--- src/rtl/cpu_types_pkg.sv ---
// rtl/cpu_types_pkg.sv - shared CPU types: register index and pipeline-control FSM states
package cpu_types_pkg;

    typedef logic [4:0] regbits_t;

    typedef enum logic [1:0] {
        RUN    = 2'd0,
        DRAIN  = 2'd1,
        HALTED = 2'd2
    } pctl_state_t;

endpackage

--- src/rtl/sat_counter.sv ---
// rtl/sat_counter.sv - saturating event counter with synchronous clear and hold
module sat_counter #(
    parameter int CW = 16
) (
    input  logic          CLK,
    input  logic          RST,
    input  logic          inc,
    input  logic          hold,
    output logic [CW-1:0] count
);

    always_ff @(posedge CLK) begin
        if (RST) begin
            count <= '0;
        end else if (inc && !hold && (count != {CW{1'b1}})) begin
            count <= count + 1'b1;
        end
    end

endmodule

--- src/rtl/pipeline_control.sv ---
// rtl/pipeline_control.sv - stall/flush controller for the 5-stage pipeline latches, PC and halt
module pipeline_control
    import cpu_types_pkg::*;
#(
    parameter int CW    = 16,
    parameter int DRAIN = 2
) (
    input  logic          CLK,
    input  logic          RST,
    input  logic          ihit,
    input  logic          dhit,
    input  logic          dREN_MEM,
    input  logic          dWEN_MEM,
    input  regbits_t      rs_ID,
    input  regbits_t      rt_ID,
    input  logic          memtoReg_EX,
    input  logic          RegWr_EX,
    input  regbits_t      wdest_EX,
    input  logic          branch_taken_EX,
    input  logic          jump_ID,
    input  logic          halt_EX,
    output logic          pc_en,
    output logic          ifid_enable,
    output logic          ifid_flush,
    output logic          idex_enable,
    output logic          idex_flush,
    output logic          exmem_enable,
    output logic          exmem_flush,
    output logic          memwb_enable,
    output logic          memwb_flush,
    output logic          halt,
    output logic [CW-1:0] cnt_loaduse,
    output logic [CW-1:0] cnt_memstall,
    output logic [CW-1:0] cnt_flush
);

    localparam int DW = (DRAIN < 2) ? 1 : $clog2(DRAIN + 1);

    pctl_state_t   state, next_state;
    logic [DW-1:0] drain_cnt;
    logic          frozen, load_use;
    logic          load_drain, dec_drain;
    logic          inc_loaduse, inc_memstall, inc_flush, cnt_hold;

    assign frozen   = (dREN_MEM | dWEN_MEM) & ~dhit;
    assign load_use = memtoReg_EX & RegWr_EX & (wdest_EX != 5'd0) &
                      ((wdest_EX == rs_ID) | (wdest_EX == rt_ID));
    assign cnt_hold = (state == cpu_types_pkg::HALTED);

    always_comb begin
        next_state   = state;
        pc_en        = 1'b1;
        ifid_enable  = 1'b1;
        ifid_flush   = 1'b0;
        idex_enable  = 1'b1;
        idex_flush   = 1'b0;
        exmem_enable = 1'b1;
        exmem_flush  = 1'b0;
        memwb_enable = 1'b1;
        memwb_flush  = 1'b0;
        halt         = 1'b0;
        load_drain   = 1'b0;
        dec_drain    = 1'b0;
        inc_loaduse  = 1'b0;
        inc_memstall = 1'b0;
        inc_flush    = 1'b0;

        if (RST) begin
            pc_en        = 1'b0;
            ifid_enable  = 1'b0;
            idex_enable  = 1'b0;
            exmem_enable = 1'b0;
            memwb_enable = 1'b0;
            ifid_flush   = 1'b1;
            idex_flush   = 1'b1;
            exmem_flush  = 1'b1;
            memwb_flush  = 1'b1;
        end else if (state == cpu_types_pkg::HALTED) begin
            pc_en        = 1'b0;
            ifid_enable  = 1'b0;
            idex_enable  = 1'b0;
            exmem_enable = 1'b0;
            memwb_enable = 1'b0;
            halt         = 1'b1;
        end else if (frozen) begin
            // MEM holds its access; WB takes a bubble so the writeback is not repeated
            pc_en        = 1'b0;
            ifid_enable  = 1'b0;
            idex_enable  = 1'b0;
            exmem_enable = 1'b0;
            memwb_flush  = 1'b1;
            inc_memstall = 1'b1;
        end else if (state == cpu_types_pkg::DRAIN) begin
            pc_en      = 1'b0;
            ifid_flush = 1'b1;
            idex_flush = 1'b1;
            dec_drain  = 1'b1;
            if (drain_cnt <= DW'(1))
                next_state = cpu_types_pkg::HALTED;
        end else if (branch_taken_EX) begin
            ifid_flush = 1'b1;
            idex_flush = 1'b1;
            inc_flush  = 1'b1;
        end else if (halt_EX) begin
            pc_en      = 1'b0;
            ifid_flush = 1'b1;
            idex_flush = 1'b1;
            load_drain = 1'b1;
            next_state = cpu_types_pkg::DRAIN;
        end else if (load_use) begin
            pc_en       = 1'b0;
            ifid_enable = 1'b0;
            idex_flush  = 1'b1;
            inc_loaduse = 1'b1;
        end else if (jump_ID) begin
            pc_en      = ihit;
            ifid_flush = 1'b1;
            inc_flush  = 1'b1;
        end else if (!ihit) begin
            pc_en      = 1'b0;
            ifid_flush = 1'b1;
        end
    end

    always_ff @(posedge CLK) begin
        if (RST) begin
            state     <= cpu_types_pkg::RUN;
            drain_cnt <= '0;
        end else begin
            state <= next_state;
            if (load_drain)
                drain_cnt <= DW'(DRAIN);
            else if (dec_drain)
                drain_cnt <= drain_cnt - 1'b1;
        end
    end

    sat_counter #(.CW(CW)) u_cnt_loaduse (
        .CLK(CLK), .RST(RST), .inc(inc_loaduse), .hold(cnt_hold), .count(cnt_loaduse)
    );

    sat_counter #(.CW(CW)) u_cnt_memstall (
        .CLK(CLK), .RST(RST), .inc(inc_memstall), .hold(cnt_hold), .count(cnt_memstall)
    );

    sat_counter #(.CW(CW)) u_cnt_flush (
        .CLK(CLK), .RST(RST), .inc(inc_flush), .hold(cnt_hold), .count(cnt_flush)
    );

endmodule

--- config.mk ---
export PLATFORM = sky130hd
export DESIGN_NAME = pipeline_control
export DESIGN_NICKNAME = d
export VERILOG_FILES = /design/src/rtl/cpu_types_pkg.sv /design/src/rtl/sat_counter.sv /design/src/rtl/pipeline_control.sv
export SDC_FILE = /design/constraint.sdc
export NUM_CORES = 1
export LEC_CHECK = 0
export CORE_MARGIN = 4
export CORE_UTILIZATION = 40
export CTS_CLUSTER_DIAMETER = 120
export DETAILED_ROUTE_END_ITERATION = 10
export DONT_BUFFER_PORTS = 1
export PLACE_DENSITY = 0.56
export SLEW_MARGIN = 20
export SYNTH_ARGS = -nofsm -noshare
export SYNTH_HDL_FRONTEND = slang
export SYNTH_SLANG_ARGS = --single-unit
--- constraint.sdc ---
create_clock -name CLK -period 3.5 [get_ports CLK]
set_input_delay 1.05 -clock CLK [delete_from_list [all_inputs] [get_ports CLK]]
set_output_delay 1.05 -clock CLK [all_outputs]
set_load 0.05 [all_outputs]
# Yosys cells after proc, flatten, opt, wreduce, memory -nomap -nowiden
# Index checks and enable logic that the tools add are counted.
[word_totals]
in_bits = 26
output_inout_bits = 58
rom_bits = 0
n_memories = 0
wordCells = 115
ramBits = 0
ff_bits = 52
latchBits = 0
[classes]
reduce_logical = 12
muxes = 74
n_div = 0
magnitude_cmp = 1
shifts = 0
add_sub_neg = 4
n_mul = 0
eq_ne = 9
bitwise = 9
[op_table]
columns = ["operator", "count"]
rows = [
  ["1-bit two-way mux", 68],
  ["16-bit by 1-bit adder with 16-bit output, second input constant", 3],
  ["16-bit != test, second input constant", 3],
  ["2-bit two-way mux", 6],
  ["5-bit equality test", 2],
  ["1-bit logical AND", 6],
  ["5-bit AND reduction", 1],
  ["5-bit nonzero test", 1],
  ["1-bit bitwise AND", 4],
  ["2-bit by 1-bit != test with 1-bit output, second input constant", 2],
  ["2-bit nonzero test", 2],
  ["1-bit NOT", 3],
  ["2-bit by 1-bit equality test with 1-bit output, second input constant", 1],
  ["2-bit equality test, second input constant", 1],
  ["2-bit by 1-bit less-or-equal comparator with 1-bit output, second input constant", 1],
  ["1-bit bitwise OR", 2],
  ["2-bit OR reduction", 1],
  ["2-bit by 1-bit subtractor with 2-bit output, second input constant", 1],
  ["1-bit logical NOT", 1],
]

# Logic depth before layout (Yosys ltp)
# Gate-level depths: netlist (run 1).
[depth]
word_depth = 12
mapped_depth = 10
ltp_nobuf = 7

# Hierarchy
# Synthesis (run 1) repeated with hierarchy kept, for this count alone.
[hier_totals]
hier_cells = 370
area_unflattened_um2 = 3155.5
[modules_own_cells]
columns = ["mod", "cells_per_inst", "instances", "area_per_inst_um2"]
rows = [
  ["sat_counter", 98, 3, 869.6],
  ["pipeline_control", 76, 1, 546.8],
]

# Worst setup path before layout (run 1)
# No wires, ideal clock.
[synth_path]
path_kind = "input to output"
from = "input port dWEN_MEM"
to = "output port ifid_enable"
t_required_ns = 2.450
slack_ns = -0.781
t_arrival_ns = 3.231
n_path_buf = 0
stages = 3
cell_sequence = "o21ba_2 > nor3_2 > a21boi_0"
[synth_via]
elab_chain_cells = 5
[synth_rtl]
columns = ["item", "line", "source"]
rows = [
  ["start, declared", "pipeline_control.sv:13", "input logic dWEN_MEM,"],
  ["1-bit bitwise OR", "pipeline_control.sv:45", "assign frozen = (dREN_MEM | dWEN_MEM) & ~dhit;"],
  ["1-bit bitwise AND", "pipeline_control.sv:45", ""],
  ["1-bit two-way mux", "pipeline_control.sv:85", "end else if (frozen) begin"],
  ["1-bit two-way mux", "pipeline_control.sv:78", "end else if (state == cpu_types_pkg::HALTED) begin"],
  ["1-bit two-way mux", "pipeline_control.sv:68", "if (RST) begin"],
  ["end, declared", "pipeline_control.sv:23", "output logic ifid_enable,"],
]
# No other way between the ends.

# Worst setup path after layout (run 1)
[layout_path]
from = "input port wdest_EX[1]"
to = "output port ifid_flush"
[layout_via]
elab_chain_cells = 10
elab_cells_between_ends = 13
classes_between = "eq/ne: 2; mux: 7; bitwise: 3; reduce/logical: 1"
[layout_rtl]
columns = ["item", "line", "source"]
rows = [
  ["start, declared", "pipeline_control.sv:18", "input regbits_t wdest_EX,"],
  ["5-bit equality test or 5-bit nonzero test (tied branches)", "pipeline_control.sv:47, pipeline_control.sv:46", ""],
  ["1-bit bitwise OR or 1-bit bitwise AND (tied branches)", "pipeline_control.sv:47, pipeline_control.sv:46", ""],
  ["1-bit bitwise AND *", "pipeline_control.sv:46", "assign load_use = memtoReg_EX & RegWr_EX & (wdest_EX != 5'd0) &"],
  ["1-bit two-way mux *", "pipeline_control.sv:110", "end else if (load_use) begin"],
  ["1-bit two-way mux *", "pipeline_control.sv:104", "end else if (halt_EX) begin"],
  ["1-bit two-way mux *", "pipeline_control.sv:100", "end else if (branch_taken_EX) begin"],
  ["1-bit two-way mux *", "pipeline_control.sv:93", "end else if (state == cpu_types_pkg::DRAIN) begin"],
  ["1-bit two-way mux *", "pipeline_control.sv:85", ""],
  ["1-bit two-way mux *", "pipeline_control.sv:78", ""],
  ["1-bit two-way mux *", "pipeline_control.sv:68", ""],
  ["end, declared", "pipeline_control.sv:24", "output logic ifid_flush,"],
]
# Mark *: on every way between the ends. The rest lies on a longest branch, timed or not.

==> summary.md, run 1 <==
| Metric | Value |
|---|---|
| Outcome | `completed` |
| FF-to-FF path depth | `6` |
| CP Max Fanout | `5` |
| Yosys cell types | `44` |
| CP max-delay cell | `or4_1` |
| Initial antenna violation count | `0` |
| Final setup viols | `0` |
| Total CTS buffers | `5` |
| CTS root buffer | `clkbuf_8` |
| Top-area cell type share of the netlist area | `36.6%` |
| Critical path class | `input pin to output pin` |
| Core Area | `6870 um^2` |
| Cell with the most instances after synthesis | `dfxtp_1` |
| Slew margin rel. | `41.3%` |
| Vias in the first global route | `2,325` |
| Post-CTS Hold Buffers | `0` |
| Detailed-route DRC error count | `0` |
| Clock Pin Slew Worst Setup and Hold Paths | `0.09 ns` |
| Post-DR wirelength/cell | `14.5 um` |
| Largest net degree at the start of global routing | `74` |
| Final critical-path setup slack | `0.0645 ns` |
| Core Util, Final | `47.3%` |
| Final Hold Fails | `0` |
| Flops & latches, synth | `52` |
| Period minus WS final | `3.44 ns` |
| Synth Cell Area | `2850 um^2` |
| Warnings, synthesis | `0` |
| Hold Crit Depth | `2` |
| Clk buf depth | `2` |
| Met3 usage in global routing | `6.01%` |
| Gr usage total | `15.3%` |
| Setup crit start kind | `input pin` |
| 1st-iter DRT viols | `81` |
| Pwr dens | `335 nW/um^2` |
| Via count | `2,451` |
| Seq/Total Area, Yosys | `36.6%` |
| Critical Path Sink Type | `output pin` |
| First-pass GRT wire length | `10,900 um` |
| Synth Flop Type | `dfxtp_1` |
| Pre-CTS setup slack | `-0.00928 ns` |
| Met2 Use GR | `25.9%` |
| Maxcap violations | `0` |
| # diodes | `0` |
| Gr busiest metal | `met2` |
| Clock skew | `0.00538 ns` |
| Asr flop ratio synth | `0%` |
| Total power draw | `1090 uW` |
| Syn_area_per_cell | `8.30 um^2` |
| CP Cell Sequence | `or4_1 > o211ai_1 > buf_4 > nor2_2 > o21ai_2 > a21o_4` |
| Net Count, Synth | `373` |
| Drt pass-1 iters | `4` |
| Worst VDD drop | `158 uV` |
| DP Wirelength | `4820 um` |
| WL final | `6640 um` |
| Via density | `5.35` |
| Fin nets | `391` |
| Maximum clock rate | `291 MHz` |
| FILL cells | `704` |
| CTS tree | `yes` |
| CTS H-tree depth | `2` |
| Starting Density | `41.4%` |
| Critical Path AT | `2.39 ns` |
| HP Start | `state[0]` |
| Placement row count | `30` |
| RR Endpoint | `u_cnt_flush.count[13]` |
| M1 GR Usage | `18.4%` |
| Die width | `92.3 um` |
| Synth area leader | `dfxtp_1` |
| Top post-synthesis cells by area | `dfxtp_1 37%, xor2_1 6.2%, nor2_1 5.1%` |
| Syn Inst Count | `343` |
| Crit path largest cell delay | `0.50 ns` |
| IO buf count | `0` |
| Io pins | `84` |
| ANT nets after route | `0` |
| Global route overflow | `0` |
| Final slew viol count | `0` |
| Clock latency on the worst-skew pair | `0.30 ns` |
| Die Span Y | `92.3 um` |
| Setup TNS | `0 ns` |
| Crit Reg-Reg Startpoint | `u_cnt_flush.count[3]` |
| Final Cycle Share | `98.2%` |
| Layout area overhead | `14.1%` |
| Leakage power | `0.00120 uW` |
| Slew @ Worst Pin | `0.872 ns` |
| Hold Path End | `state[0]` |
| Req. time, crit path | `2.45 ns` |
| EDFF count, synth | `0` |
| Hold WS | `0.481 ns` |
| Die footprint | `8530 um^2` |
| Flop-to-flop setup slack | `0.83 ns` |
| TritonCTS Sinks | `52` |
| Share of layout cells above drive strength 1 | `13.5%` |
| Worst hold-check path type | `flop to flop` |
| Synth cell count leaders | `52 x dfxtp_1, 39 x nor2_1, 28 x a21oi_1` |
| Unrepaired setup endpoints after global routing | `false` |
| RD Place Congestion | `0.718` |
==> per-stage QoR <==
| step | std cells | cell area (um^2) |
|---|---|---|
| 2_1_floorplan | 343 | 2880 |
| 3_5_place_dp | 449 | 3140 |
| 4_1_cts | 458 | 3250 |
| 6_report | 458 | 3250 |
| 3_3_place_gp | 449 | 3140 |
| 5_1_grt | 458 | 3250 |
==> per-layer routing <==
metal  vias to the layer above  wire length [um]
li1                       1249                 -
met1                      1128              2930
met2                        67              3060
met3                         7               579
met4                         0                71
met5                         -                 0
==> timing repair <==
item,CTS,global route
resized for setup,2,1
pin swaps,4,0
buffers inserted,2,0
setup endpoints to repair,2,1
==> worst max-delay path by stage <==
stage | startpoint | end | slack (ns)
2_1_floorplan | wdest_EX[1] | ifid_flush | -0.01
3_3_place_gp | wdest_EX[1] | ifid_flush | 0.009
3_5_place_dp | wdest_EX[1] | ifid_enable | -0.009
4_1_cts | wdest_EX[1] | idex_flush | 0.02
5_1_grt | wdest_EX[1] | ifid_flush | 0.02
6_report | wdest_EX[1] | ifid_flush | 0.06
==> cell usage in the layout, fill, tap and decap left out, types with 2 or more instances in the layout <==
cell type / instances
and3_1: 4
mux2i_1: 9
nand4_1: 9
nor2_1: 38
dfxtp_1: 52
nor3_1: 8
o21ai_1: 12
buf_12: 2
nand2b_1: 6
ha_1: 4
a21oi_1: 27
inv_1: 5
or3_1: 12
nor3_2: 2
o211a_1: 2
o21bai_1: 2
nor2b_1: 16
clkinv_2: 2
clkbuf_8: 6
nand2_1: 20
and2_1: 5
nor4_1: 2
o2111a_1: 2
nand3_1: 23
o21ai_0: 5
o31ai_1: 2
buf_4: 25
o211ai_1: 2
or4_1: 3
mux2_1: 11
and4_1: 4
xnor2_1: 4
xor2_1: 20
==> critical path, delay by kind of cell <==
| kind | cells | cell delay (ns) |
|---|---|---|
| buffers and inverters | 1 | 0.18 |
| AOI/OAI and AO/OA | 3 | 0.60 |
| and+or+nand+nor | 2 | 0.56 |
==> area by class of cell <==
| cell class | count | area, um^2 | area share [%] |
|---|---|---|---|
| clock buffers | 6 | 82.6 | 2.54 |
| multi-input cells | 270 | 1750 | 53.8 |
| inverters | 5 | 18.8 | 0.578 |
| flip-flops and latches | 52 | 1040 | 32.1 |
| clock inverters | 2 | 10.0 | 0.308 |
| well taps | 96 | 120 | 3.70 |
| repair buffers | 27 | 228 | 7.01 |
==> cells by family after synthesis <==
family / Yosys count / share of synthesized area [%]
muxes: 20 / 7.52
xor gates and xnor gates: 24 / 7.39
and+or+nand+nor: 156 / 28.8
DFF: 52 / 36.6
adders and majority gates: 4 / 1.76
buffers and inverters: 21 / 3.56
AOI/OAI and AO/OA: 66 / 14.4
==> registers in the layout, indices dropped and copies added, names as in the netlist <==
name	flops
drain_cnt	2
state	2
u_cnt_flush.count	16
u_cnt_loaduse.count	16
u_cnt_memstall.count	16
==> where the power goes <==
part | internal (uW) | leakage [uW] | switching, uW | total (uW)
Sequential | 597 | 0.000419 | 4.73 | 602
Combinational | 47.9 | 0.000735 | 81.2 | 129
Clock | 158 | 0.0000510 | 197 | 356
Total | 803 | 0.00120 | 283 | 1090
(Power assumes the default switching activity.)
==> run 2, diff against run 1 <==
--- a/config.mk
+++ b/config.mk
@@ -9,8 +9,7 @@
 export CORE_UTILIZATION = 40
 export CTS_CLUSTER_DIAMETER = 120
 export DETAILED_ROUTE_END_ITERATION = 10
-export DONT_BUFFER_PORTS = 1
-export PLACE_DENSITY = 0.56
+export PLACE_DENSITY = 0.71
 export SLEW_MARGIN = 20
 export SYNTH_ARGS = -nofsm -noshare
 export SYNTH_HDL_FRONTEND = slang
==> run 2 against run 1 <==
Against the previous run:
- the flow now finishes with violations (negative setup slack)
- core utilization increased by 12 points
- global-route usage rose by 1.4 points
- count of clock-buffer cells in the layout did not move
- final cell count rose by 18%
- design area is 26% higher
- clock skew increased by 0.0033 ns
- die area unchanged
- register-to-register slack gained 0.20 ns
- critical endpoint is now ifid_enable
==> summary.md, run 2 (same netlist as run 1, synthesis figures left out) <==
| Metric | Value |
|---|---|
| Outcome | `finished with violations` |
| Violated checks | `negative setup slack` |
| 1st-iter DRT viols | `88 (+8.6%)` |
| WL final | `7150 um (+7.6%)` |
| CTS root buffer | `clkbuf_8` |
| Clock Pin Slew Worst Setup and Hold Paths | `0.09 ns (about the same)` |
| Initial antenna violation count | `0 (unchanged)` |
| Req. time, crit path | `2.45 ns (about the same)` |
| Starting Density | `41.4% (unchanged)` |
| IO buf count | `83 (+83)` |
| Leakage power | `0.00154 uW (+28%)` |
| Total CTS buffers | `5 (unchanged)` |
| Top Registers | `u_cnt_flush.count (16), u_cnt_loaduse.count (16), u_cnt_memstall.count (16)` |
| Commonest non-fill, non-tap cell in the layout | `clkdlybuf4s50_1` |
| Maximum clock rate | `281 MHz (-3.6%)` |
| Multi-input gate area | `1760 um^2 (+1.0%)` |
| Final critical-path setup slack | `-0.0623 ns (-0.127 ns)` |
| Placement row count | `30 (unchanged)` |
| Core Area | `6870 um^2 (unchanged)` |
| Via count | `2,800 (+14%)` |
| Crit Reg-Reg Startpoint | `state[1]` |
| Largest net degree at the start of global routing | `52 (-30%)` |
| Worst hold-check path type | `flop to flop` |
| Share of layout cells above drive strength 1 | `14.4% (+0.85 points)` |
| RD Place Congestion | `0.740 (+3.1%)` |
| Clock latency on the worst-skew pair | `0.30 ns (about the same)` |
| Clk buf depth | `2 (unchanged)` |
| Worst VDD drop | `161 uV (+1.5%)` |
| Period minus WS final | `3.56 ns (+0.127 ns)` |
| Met3 usage in global routing | `3.74% (-2.3 points)` |
| Pre-CTS setup slack | `-0.484 ns (-0.474 ns)` |
| Fin nets | `475 (+21%)` |
| Sequential Area | `1040 um^2 (unchanged)` |
| Via density | `5.18 (-3.3%)` |
| FILL cells | `670 (-4.8%)` |
| ANT nets after route | `0 (unchanged)` |
| Met2 Use GR | `29.2% (+3.3 points)` |
| Die width | `92.3 um (unchanged)` |
| Crit. Startpoint | `wdest_EX[4]` |
| Pwr dens | `278 nW/um^2 (-17%)` |
| DP Wirelength | `5440 um (+13%)` |
| Post-CTS Hold Buffers | `0 (unchanged)` |
| Final setup viols | `3 (+3)` |
| TritonCTS Sinks | `52 (unchanged)` |
| Io pins | `84 (unchanged)` |
| Critical Path AT | `2.51 ns (+0.12 ns)` |
| Critical Path Sink Type | `output pin` |
| Gr usage total | `16.7% (+1.4 points)` |
| Die Span Y | `92.3 um (unchanged)` |
| Gr busiest metal | `met2` |
| Commonest non-fill, non-tap cells in the layout | `54 x clkdlybuf4s50_1, 52 x dfxtp_1, 38 x nor2_1` |
| CTS H-tree depth | `2 (unchanged)` |
| Maxcap violations | `0 (unchanged)` |
| # diodes | `0 (unchanged)` |
| Layout area overhead | `43.8%` |
| Vias in the first global route | `2,667 (+15%)` |
| Setup crit start kind | `input pin` |
| Unrepaired setup endpoints after global routing | `true` |
| Clock skew | `0.00863 ns (+0.00326 ns)` |
| Final Hold Fails | `0 (unchanged)` |
| Slew margin rel. | `39.2% (-2.2 points)` |
| Post-DR wirelength/cell | `13.2 um (-8.9%)` |
| CTS tree | `yes` |
| Hold WS | `0.487 ns (+0.00655 ns)` |
| Drt pass-1 iters | `4 (unchanged)` |
| Die footprint | `8530 um^2 (unchanged)` |
| Critical path class | `input pin to output pin` |
| Final Cycle Share | `102% (+3.6 points)` |
| Detailed-route DRC error count | `0 (unchanged)` |
| First-pass GRT wire length | `12,000 um (+10%)` |
| Final slew viol count | `0 (unchanged)` |
| M1 GR Usage | `20.9% (+2.5 points)` |
| HP Start | `state[0]` |
| Global route overflow | `0 (unchanged)` |
| CP Max Fanout | `4 (-1)` |
| Slew @ Worst Pin | `0.904 ns (+0.0321 ns)` |
-- run 2: changes by cell type in the layout (fill, tap and decap cells not counted), sizes merged --
cell | before | now
buf | 27 | 43
dlygate4sd2 | 0 | 14
clkinv | 2 | 1
clkdlybuf4s50 | 0 | 54
-- run 2: final timing paths --
| kind | slack, ns | depth (start not counted) | to |
|---|---|---|---|
| hold reg to reg | 0.49 | 2 | state[0] |
| setup / recovery | -0.06 | 8 | ifid_enable |
| hold / removal | 0.49 | 2 | state[0] |
| setup reg to reg | 1.03 | 8 | u_cnt_flush.count[9] |
-- run 2: layer usage --
layer	share of wire [%]	routed length, um
met5	0	0
met4	0.97	69
met3	4.8	344
met2	48	3460
met1	46	3270
-- run 2: stage by stage --
| step | utilization (%) | TNS [ns] | cell area (um^2) | total power [uW] | cells |
|---|---|---|---|---|---|
| global route | 59.5 | -0.343 | 4090 | 1190 | 541 |
| CTS | 59.6 | -0.167 | 4100 | 1160 | 541 |
| floorplan | - | -0.0138 | 2880 | 728 | 343 |
| global placement | 58.0 | -2.91 | 3980 | 822 | 531 |
| finish | 59.5 | -0.138 | 4090 | 1140 | 541 |
| detailed placement | 58.0 | -4.43 | 3980 | 826 | 531 |
-- run 2: layout make-up --
type | instances | share of cell area [%]
clock buffer | 6 | 1.77
clock inverter | 1 | 0.122
timing repair buffer | 111 | 26.1
tap | 96 | 2.94
inverter | 5 | 0.459
multi-input combinational | 270 | 43.1
sequential | 52 | 25.5
-- run 2: worst max-delay path, stage by stage --
cell and delay [ns]:
buf_6 0.09, or4_4 0.52, o211ai_1 0.20, buf_4 0.18, nor2_4 0.04, buf_6 0.12
a21boi_4 0.16, buf_12 0.15
-- run 2: timing repair --
| item | in CTS | in global routing |
|---|---|---|
| setup buffers | 3 | 0 |
| setup endpoints to repair | 4 | 4 |
| resized for setup | 41 | 1 |
| pin swaps | 22 | 0 |
-- run 2: power by group --
group	switching (uW)	internal, uW
Clock	187	137
Combinational	113	95.5
Sequential	5.81	597
==> run 3, diff against run 2 <==
--- a/config.mk
+++ b/config.mk
@@ -6,10 +6,11 @@
 export NUM_CORES = 1
 export LEC_CHECK = 0
 export CORE_MARGIN = 4
-export CORE_UTILIZATION = 40
+export CORE_UTILIZATION = 30
 export CTS_CLUSTER_DIAMETER = 120
 export DETAILED_ROUTE_END_ITERATION = 10
-export PLACE_DENSITY = 0.71
+export PLACE_DENSITY = 0.57
+export RECOVER_POWER = 25
 export SLEW_MARGIN = 20
 export SYNTH_ARGS = -nofsm -noshare
 export SYNTH_HDL_FRONTEND = slang
==> constraint.sdc (replaced) <==
create_clock -name CLK -period 3.7 [get_ports CLK]
set_input_delay 1.11 -clock CLK [delete_from_list [all_inputs] [get_ports CLK]]
set_output_delay 1.11 -clock CLK [all_outputs]
set_load 0.05 [all_outputs]
==> run 3 against run 2 <==
Against the previous run:
- the flow now finishes without violations
- critical path type unchanged
- setup slack gained 0.076 ns
- clock skew grew 0.0019 ns
- hold slack gained 0.0051 ns
==> summary.md, run 3 (same netlist as run 1, synthesis figures left out) <==
| Metric | Value |
|---|---|
| Final setup viols | `0 (-3)` |
| CTS tree | `yes` |
| Global route overflow | `0 (unchanged)` |
| CP Cell Sequence | `buf_6 > or4_4 > o211ai_1 > buf_4 > o211ai_1 > a21oi_4 > buf_12` |
| Critical path class | `input pin to output pin` |
| Slew @ Worst Pin | `0.816 ns (-0.0888 ns)` |
| Final Cycle Share | `99.6%` |
| Gr usage total | `13.6% (-3.2 points)` |
| 1st-iter DRT viols | `39 (-56%)` |
| Layout area overhead | `45.6%` |
| Setup Buffers After CTS | `0 (-3)` |
| Placement row count | `35 (+17%)` |
| Final slew viol count | `0 (unchanged)` |
| Most used cell, CP | `o211ai_1` |
| Share of layout cells above drive strength 1 | `14.6% (+0.25 points)` |
| Largest net degree at the start of global routing | `55 (+5.8%)` |
| Hold WS | `0.492 ns (+0.00514 ns)` |
| Setup crit start kind | `input pin` |
| Pre-CTS setup slack | `-0.431 ns (+0.0527 ns)` |
| WL final | `7380 um (+3.3%)` |
| Detailed-route DRC error count | `0 (unchanged)` |
| Leakage power | `0.00157 uW (+2.1%)` |
| Clock skew | `0.0106 ns (+0.00193 ns)` |
| Maximum clock rate | `271 MHz` |
| Clock latency on the worst-skew pair | `0.30 ns (about the same)` |
| Slew margin rel. | `45.2% (+6.0 points)` |
| Critical Path Sink Type | `output pin` |
| Commonest non-fill, non-tap cells in the layout | `52 x dfxtp_1, 48 x clkdlybuf4s50_1, 38 x nor2_1` |
| DP Wirelength | `5540 um (+1.8%)` |
| TritonCTS Sinks | `52 (unchanged)` |
| Drt pass-1 iters | `4 (unchanged)` |
| Core Area | `9240 um^2 (+35%)` |
| Final critical-path setup slack | `0.0138 ns (+0.0761 ns)` |
| Unrepaired setup endpoints after global routing | `true` |
| Top Registers | `u_cnt_flush.count (16), u_cnt_loaduse.count (16), u_cnt_memstall.count (16)` |
| Via count | `2,751 (-1.8%)` |
| Worst VDD drop | `174 uV (+8.2%)` |
| First-pass GRT wire length | `12,800 um (+6.4%)` |
| CP max-delay cell | `or4_4` |
| Outcome | `completed` |
| Fin nets | `480 (+1.1%)` |
| Vias in the first global route | `2,728 (+2.3%)` |
| Die Span Y | `105 um (+14%)` |
| Total CTS buffers | `5 (unchanged)` |
| Starting Density | `30.8% (-11 points)` |
| Critical Path AT | `2.58 ns (+0.07 ns)` |
| Maxcap violations | `0 (unchanged)` |
| RD Place Congestion | `0.755 (+1.9%)` |
| CP delay by family, top | `simple AND/OR/NAND/NOR gates` |
| CTS H-tree depth | `2 (unchanged)` |
| Worst hold-check path type | `flop to flop` |
| Clk buf depth | `2 (unchanged)` |
| Initial antenna violation count | `0 (unchanged)` |
| Die width | `105 um (+14%)` |
| Die footprint | `11,100 um^2 (+30%)` |
| Period minus WS final | `3.69 ns` |
| ANT nets after route | `0 (unchanged)` |
| Via density | `4.74 (-8.4%)` |
| Post-DR wirelength/cell | `12.7 um (-3.6%)` |
| # diodes | `0 (unchanged)` |
| Clock Pin Slew Worst Setup and Hold Paths | `0.09 ns (about the same)` |
| CTS root buffer | `clkbuf_8` |
| Io pins | `84 (unchanged)` |
| Commonest non-fill, non-tap cell in the layout | `dfxtp_1` |
| Final Hold Fails | `0 (unchanged)` |
| Crit path largest cell delay | `0.53 ns (about the same)` |
| CP Max Fanout | `5 (+1)` |
| Pwr dens | `263 nW/um^2 (-5.2%)` |
| IO buf count | `83 (unchanged)` |
| Req. time, crit path | `2.59 ns (+0.14 ns)` |
| Bufs and invs on worst path | `3 (-1)` |
[run 3: area by class of cell]
type | instances | area [um^2]
Tap cell | 129 | 161
Clock inverter | 1 | 8.76
Multi-Input combinational cell | 270 | 1760
Inverter | 5 | 18.8
Clock buffer | 7 | 76.3
Sequential cell | 52 | 1040
Fill cell | 933 | 5100
Timing Repair Buffer | 116 | 1080
[run 3: path summary, 6_finish.rpt]
| kind | from | end | slack [ns] | cells after the start |
|---|---|---|---|---|
| worst min register to register | u_cnt_flush.count[6] | u_cnt_flush.count[6] | 0.49 | 1 |
| worst max register to register | state[1] | u_cnt_flush.count[3] | 1.25 | 8 |
| worst min-delay path | u_cnt_flush.count[6] | u_cnt_flush.count[6] | 0.49 | 1 |
| worst max-delay path | wdest_EX[4] | pc_en | 0.01 | 7 |
[run 3: metal layers]
metal | GRT usage, % | vias to the layer above | routed length, um
met5 | 0 | - | 0
met4 | 2.53 | 0 | 38
met3 | 2.69 | 4 | 281
met2 | 23.4 | 50 | 3600
met1 | 17.6 | 1262 | 3460
li1 | - | 1435 | -
[run 3: what timing repair did]
action	in CTS	in global routing
hold buffers	0	0
pin swaps	22	4
gates resized for setup	41	2
hold endpoints to repair	0	0
setup endpoints to repair	4	4
[run 3: worst reg2reg max path, cell delays in order (launching register included)]
cell	delay [ns]
dfxtp_1	0.33
nor2b_1	0.23
or4_4	0.55
buf_4	0.15
a31oi_2	0.22
o2111ai_1	0.16
buf_4	0.21
a21oi_1	0.17
mux2_1	0.33
[run 3: metrics by stage]
stage               area (um^2)  instances  utilization (%)  power (uW)   TNS, ns
finish                     4140        580             44.8        1090         0
global route               4140        580             44.8        1140    -0.162
CTS                        4160        580             45.1        1110  -0.00840
detailed placement         4060        572             43.9         782     -2.10
global placement           4060        572             43.9         780     -1.58
floorplan                  2870        343                -         686         0
[run 3: power breakdown]
part	switching, uW	internal [uW]	total, uW
Sequential	5.56	565	570
Clock	192	136	328
Combinational	106	85.4	192
Total	304	786	1090
